==> src/rtl/blink_engine_multi.sv <==
// Multi-channel blink/pulse generator: a shared 1 ms prescaler drives per-channel
// period/on-time counters with OFF/ON/BLINK/ONESHOT modes and a global phase sync.
module blink_engine_multi #(
    parameter int          CLK_KHZ       = 25000,
    parameter int          NUM_CH        = 4,
    parameter int          CNT_W         = 16,
    parameter int          DEF_PERIOD_MS = 1000,
    parameter int          DEF_ON_MS     = 500,
    parameter logic [1:0]  DEF_MODE      = 2'b10,
    localparam int         CH_IDX_W      = (NUM_CH > 1) ? $clog2(NUM_CH) : 1
) (
    input  logic                vgaclk_i,
    input  logic                vgarst_ni,
    input  logic                cfg_we_i,
    input  logic [CH_IDX_W-1:0] cfg_ch_i,
    input  logic [CNT_W-1:0]    cfg_period_i,
    input  logic [CNT_W-1:0]    cfg_on_i,
    input  logic [1:0]          cfg_mode_i,
    input  logic                sync_i,
    output logic                ms_tick_o,
    output logic [NUM_CH-1:0]   blink_o,
    output logic [NUM_CH-1:0]   wrap_o
);

    localparam int PRE_W = $clog2(CLK_KHZ);

    typedef enum logic [1:0] {
        MODE_OFF     = 2'b00,
        MODE_ON      = 2'b01,
        MODE_BLINK   = 2'b10,
        MODE_ONESHOT = 2'b11
    } mode_t;

    logic [PRE_W-1:0] presc_q;
    logic             tick_c;

    mode_t            mode_q   [NUM_CH];
    mode_t            mode_d   [NUM_CH];
    logic [CNT_W-1:0] period_q [NUM_CH];
    logic [CNT_W-1:0] period_d [NUM_CH];
    logic [CNT_W-1:0] on_q     [NUM_CH];
    logic [CNT_W-1:0] on_d     [NUM_CH];
    logic [CNT_W-1:0] cnt_q    [NUM_CH];
    logic [CNT_W-1:0] cnt_d    [NUM_CH];
    logic [CNT_W-1:0] last_c   [NUM_CH];
    logic [NUM_CH-1:0] wrap_d;
    logic [NUM_CH-1:0] blink_d;

    assign tick_c = (presc_q == PRE_W'(CLK_KHZ - 1));

    always_ff @(posedge vgaclk_i or negedge vgarst_ni) begin
        if (!vgarst_ni) begin
            presc_q   <= '0;
            ms_tick_o <= 1'b0;
        end else begin
            presc_q   <= (sync_i || tick_c) ? '0 : presc_q + 1'b1;
            ms_tick_o <= tick_c;
        end
    end

    always_comb begin
        wrap_d  = '0;
        blink_d = '0;
        for (int c = 0; c < NUM_CH; c++) begin
            mode_d[c]   = mode_q[c];
            period_d[c] = period_q[c];
            on_d[c]     = on_q[c];
            cnt_d[c]    = cnt_q[c];
            // A zero period behaves as a 1 ms period.
            last_c[c]   = (period_q[c] == '0) ? '0 : period_q[c] - 1'b1;

            if (cfg_we_i && (cfg_ch_i == CH_IDX_W'(c))) begin
                mode_d[c]   = mode_t'(cfg_mode_i);
                period_d[c] = cfg_period_i;
                on_d[c]     = cfg_on_i;
                cnt_d[c]    = '0;
            end else if (sync_i) begin
                cnt_d[c] = '0;
            end else if (tick_c && (mode_q[c] == MODE_BLINK || mode_q[c] == MODE_ONESHOT)) begin
                if (cnt_q[c] == last_c[c]) begin
                    cnt_d[c]  = '0;
                    wrap_d[c] = 1'b1;
                    if (mode_q[c] == MODE_ONESHOT)
                        mode_d[c] = MODE_OFF;
                end else begin
                    cnt_d[c] = cnt_q[c] + 1'b1;
                end
            end

            case (mode_q[c])
                MODE_ON:                  blink_d[c] = 1'b1;
                MODE_BLINK, MODE_ONESHOT: blink_d[c] = (cnt_q[c] < on_q[c]);
                default:                  blink_d[c] = 1'b0;
            endcase
        end
    end

    always_ff @(posedge vgaclk_i or negedge vgarst_ni) begin
        if (!vgarst_ni) begin
            for (int c = 0; c < NUM_CH; c++) begin
                mode_q[c]   <= mode_t'(DEF_MODE);
                period_q[c] <= CNT_W'(DEF_PERIOD_MS);
                on_q[c]     <= CNT_W'(DEF_ON_MS);
                cnt_q[c]    <= '0;
            end
            wrap_o  <= '0;
            blink_o <= '0;
        end else begin
            for (int c = 0; c < NUM_CH; c++) begin
                mode_q[c]   <= mode_d[c];
                period_q[c] <= period_d[c];
                on_q[c]     <= on_d[c];
                cnt_q[c]    <= cnt_d[c];
            end
            wrap_o  <= wrap_d;
            blink_o <= blink_d;
        end
    end

endmodule

==> config.mk <==
export PLATFORM = sky130hd
export DESIGN_NAME = blink_engine_multi
export DESIGN_NICKNAME = d
export VERILOG_FILES = /design/src/rtl/blink_engine_multi.sv
export SDC_FILE = /design/constraint.sdc
export NUM_CORES = 1
export LEC_CHECK = 0
export ABC_AREA = 1
export BUFFER_PORTS_ARGS = -buffer_cell sky130_fd_sc_hd__buf_2
export CORE_ASPECT_RATIO = 1.5
export CORE_MARGIN = 2
export CORE_UTILIZATION = 45
export DETAILED_ROUTE_END_ITERATION = 7
export PLACE_DENSITY_LB_ADDON = 0.25
export SLEW_MARGIN = 20
export SYNTH_ARGS = -nofsm -noshare
export SYNTH_HDL_FRONTEND = slang
export SYNTH_SLANG_ARGS = --single-unit
export TNS_END_PERCENT = 1
==> constraint.sdc <==
create_clock -name vgaclk_i -period 6.6 [get_ports vgaclk_i]
set_input_delay 1.32 -clock vgaclk_i [delete_from_list [all_inputs] [get_ports vgaclk_i]]
set_output_delay 1.32 -clock vgaclk_i [all_outputs]
set_load 0.1 [all_outputs]
==> metrics <==
FMAX between 0.3 and 0.4 GHz; logic gate share of total power 22.8%; synthesized instance count 2065; largest net degree at the start of global routing 117; nets 2203; synthesized cell area 0.01468 sq mm; element type at the critical path start input port; drt wl/cell between 15 and 20 um; # DRC 0; Least-Margin Pin Slew 1.053 ns; cell family contributing the most delay on the critical path buffers and inverters; vias in the first global route about 13000; grt ovf 0; DRT Pass-1 Iters 5; Worst setup EP type register; ranking of synthesized cells by area dfrtp_1 (29%), nand2_1 (16%), dfstp_2 (9.3%); area leader, netlist dfrtp_1; most frequent cell after synthesis nand2_1; Crit-path slowest cell nand3_1; Syn Nets 2174; VDD IR max around 0.22 mV; Reg power frac 41.3%; area delta synth->final 9.608%; Fillers 3187; Worst Hold Slack 0.4741 ns; Max Cap Viol 0; Via-to-Cell Ratio 5.364; post-CTS sizing 0; mux cell area share after synthesis 0%; Sw Ratio 33.71%; simple-gate area share of the yosys netlist a little over a third; clock tree root buffer cell clkbuf_16; post-synthesis compound-gate area fraction 9.123%; xor-xnor portion of the synthesized cell area 1.969%; vias 13556; period utilization between 40% and 50%; clk sink count 224; post-CTS setup buffer count 0; syn_area_per_cell 7.107 sq um; synthesis warning total 0; core area 0.03233 sq mm; internal power 2.684 mW; WS Path Type input port to register; TritonCTS clock tree done; number of synthesized flops with an enable pin 0; Slew HR 29.40%; Die Y 225.2 um; dominant synthesized flop cell dfrtp_1; top cell type's share of synthesized area 29.33%; HP Class register to register; # setup viols final 0; Clock Pin Slew Worst Setup and Hold Paths 0.06 ns; final total power 4.048 mW; Final ANT Viol Nets 0; Yosys cell types 40; initial core utilization about 45%; min Tclk post-route 2.905 ns; FP Rows 81; net switching power 1.365 mW; unrepaired setup endpoints after global routing false; Critical Path Max Stage Delay 0.58 ns; Final Hold Viols 0; power density over the cells 251.7 mW/mm^2; CP Buf/Inv Count 4; clock power share 35.9%; I/O Pins 49; GP Congestion 0.8867; Clk Latency, worst-skew pair 0.54 ns; CP required between 6 and 7 ns; setup_tns 0 ns; Yosys reg bits 224; LEAKAGE between 7 and 8 nW; global-route usage over all layers 25.91%; Worst Path Max Fanout approximately 60; number of max-slew violations in the final report 0; most frequent CP cell inv_1; crit path DAT 3.29 ns; status complete, no violations; largest family of logic cells by synthesized area simple AND/OR/NAND/NOR gates; die area 0.03410 sq mm; CTS buffer count 25; Die Wd 151.5 um; maximum root-to-sink buffer count 3; 1st-iter DRT viols ~790; worst-path cell chain buf_2 > inv_1 > nor3_2 > buf_4 > inv_1 > nand3_1 > o21ai_0; I/O Buffers 48; hold-fix buffers at CTS 0; Post-DP HPWL 32130 um; Adder-Cell Fraction of Synth Area 5.883%; share of layout cells above drive strength 1 about a tenth; Seq/Total Area, Yosys between 30% and 40%; Synth async-reset ratio 100.0%; # diodes 0; initial antenna violation count 0; Commonest cells post-synth nand2_1 (621), inv_1 (258), nand3_1 (183), o21ai_0 (177), dfrtp_1 (172); global-route wire length before repair about 68000 um; Worst Skew 0.01458 ns; DRT Wirelength 43320 um; htree depth 1
-- cell families after synthesis --
logic type / Yosys count
XOR/XNOR: 33
flip-flops: 224
AO/OA/AOI/OAI: 259
adder cells (fa/ha/maj): 69
AND/OR/NAND/NOR: 1161
buffers and inverters: 319
-- final timing paths --
kind / startpoint / endpoint / slack [ns] / depth (start not counted)
max reg2reg: period_q[48]$_DFFE_PN0P_ / cnt_q[62]$_DFFE_PN0P_ / 3.76 / 14
max: cfg_ch_i[1] / cnt_q[7]$_DFFE_PN0P_ / 3.70 / 7
min: presc_q[0]$_DFF_PN0_ / presc_q[0]$_DFF_PN0_ / 0.47 / 1
min in group asynchronous: vgarst_ni / cnt_q[44]$_DFFE_PN0P_ / 0.83 / 1
min reg2reg: presc_q[0]$_DFF_PN0_ / presc_q[0]$_DFF_PN0_ / 0.47 / 1
max in group asynchronous: vgarst_ni / cnt_q[10]$_DFFE_PN0P_ / 4.47 / 2
-- layout by cell type (no fill, tap or decap), types with 3 or more instances in the layout --
master        n
nand2_4       3
dfrtp_1     172
nor2_2       24
or2_2         3
inv_1       258
clkinv_1      5
buf_2        47
ha_1         69
buf_4         8
o21ai_1      10
nor4_1        7
nand4_1      74
clkinv_2      7
o211ai_1      3
clkinv_4      3
xor2_1       32
and2_1        6
a21oi_1      55
nor3_1       36
nand3_2       6
nor2_1      139
clkbuf_16    25
nor2_4        9
o31ai_1       4
dfstp_2      52
bufinv_16     3
nor3_2        6
nand2_1     621
nor3b_1       9
nand3b_1     24
clkbuf_8      3
nand2_2       7
a21o_1        4
o21ai_0     177
clkinvlp_4    3
nand3_1     183
-- stage by stage --
| stage | worst slack (ns) | area (sq um) | std cells | utilization, % |
|---|---|---|---|---|
| 3_5_place_dp | 3.189 | 15240 | 2482 | 47.14 |
| 2_1_floorplan | 3.896 | 14680 | 2065 | - |
| 3_3_place_gp | 3.299 | 15240 | 2482 | 47.14 |
| 5_1_grt | 3.479 | 16090 | 2527 | 49.75 |
| 4_1_cts | 3.759 | 16090 | 2527 | 49.75 |
| 6_report | 3.695 | 16090 | 2527 | 49.75 |
-- registers in the layout (all words and copies together), names as in the netlist --
register	cells
presc_q	15
cnt_q	64
wrap_o	4
ms_tick_o	1
period_q	64
mode_q	8
blink_o	4
on_q	64
-- routing by layer --
layer  routed length [um]  vias up  track usage, %
li1                     -     6773               -
met1                17840     6304           32.09
met2                21140      361           44.34
met3                 1913      118           2.409
met4                 2431        0           13.63
met5                    0        -               0
-- worst register-to-register path: stages, from the launching register on --
cell and delay, ns:
dfrtp_1 0.33, clkinv_1 0.20, ha_1 0.35, nand2_2 0.15, nor2_1 0.07, nand2_2 0.39
nand3_1 0.14, nand2_1 0.11, nand2_1 0.05, inv_1 0.06, nand2_1 0.06, nor2_1 0.20
nand3_2 0.35, nand3_1 0.17, o21ai_0 0.09
-- power by group through the flow --
stage	clock, mW	combinational, mW	sequential (mW)
final	1.45	0.921	1.67
after global routing	1.54	1.05	1.69
after CTS	1.49	0.922	1.67
after detailed placement	0	0.916	1.69
after global placement	0	0.896	1.69
after floorplan	0	0.628	1.70
-- area by class of cell --
| cell class | count | area, sq um | area share (%) |
|---|---|---|---|
| multi-input combinational | 1522 | 7746 | 48.16 |
| sequential | 224 | 5670 | 35.25 |
| inverter | 265 | 994.7 | 6.184 |
| clock buffer | 29 | 670.6 | 4.169 |
| tap | 415 | 519.2 | 3.228 |
| timing repair buffer | 56 | 310.3 | 1.929 |
| clock inverter | 16 | 173.9 | 1.081 |
Power figures use the tool's default switching activity.
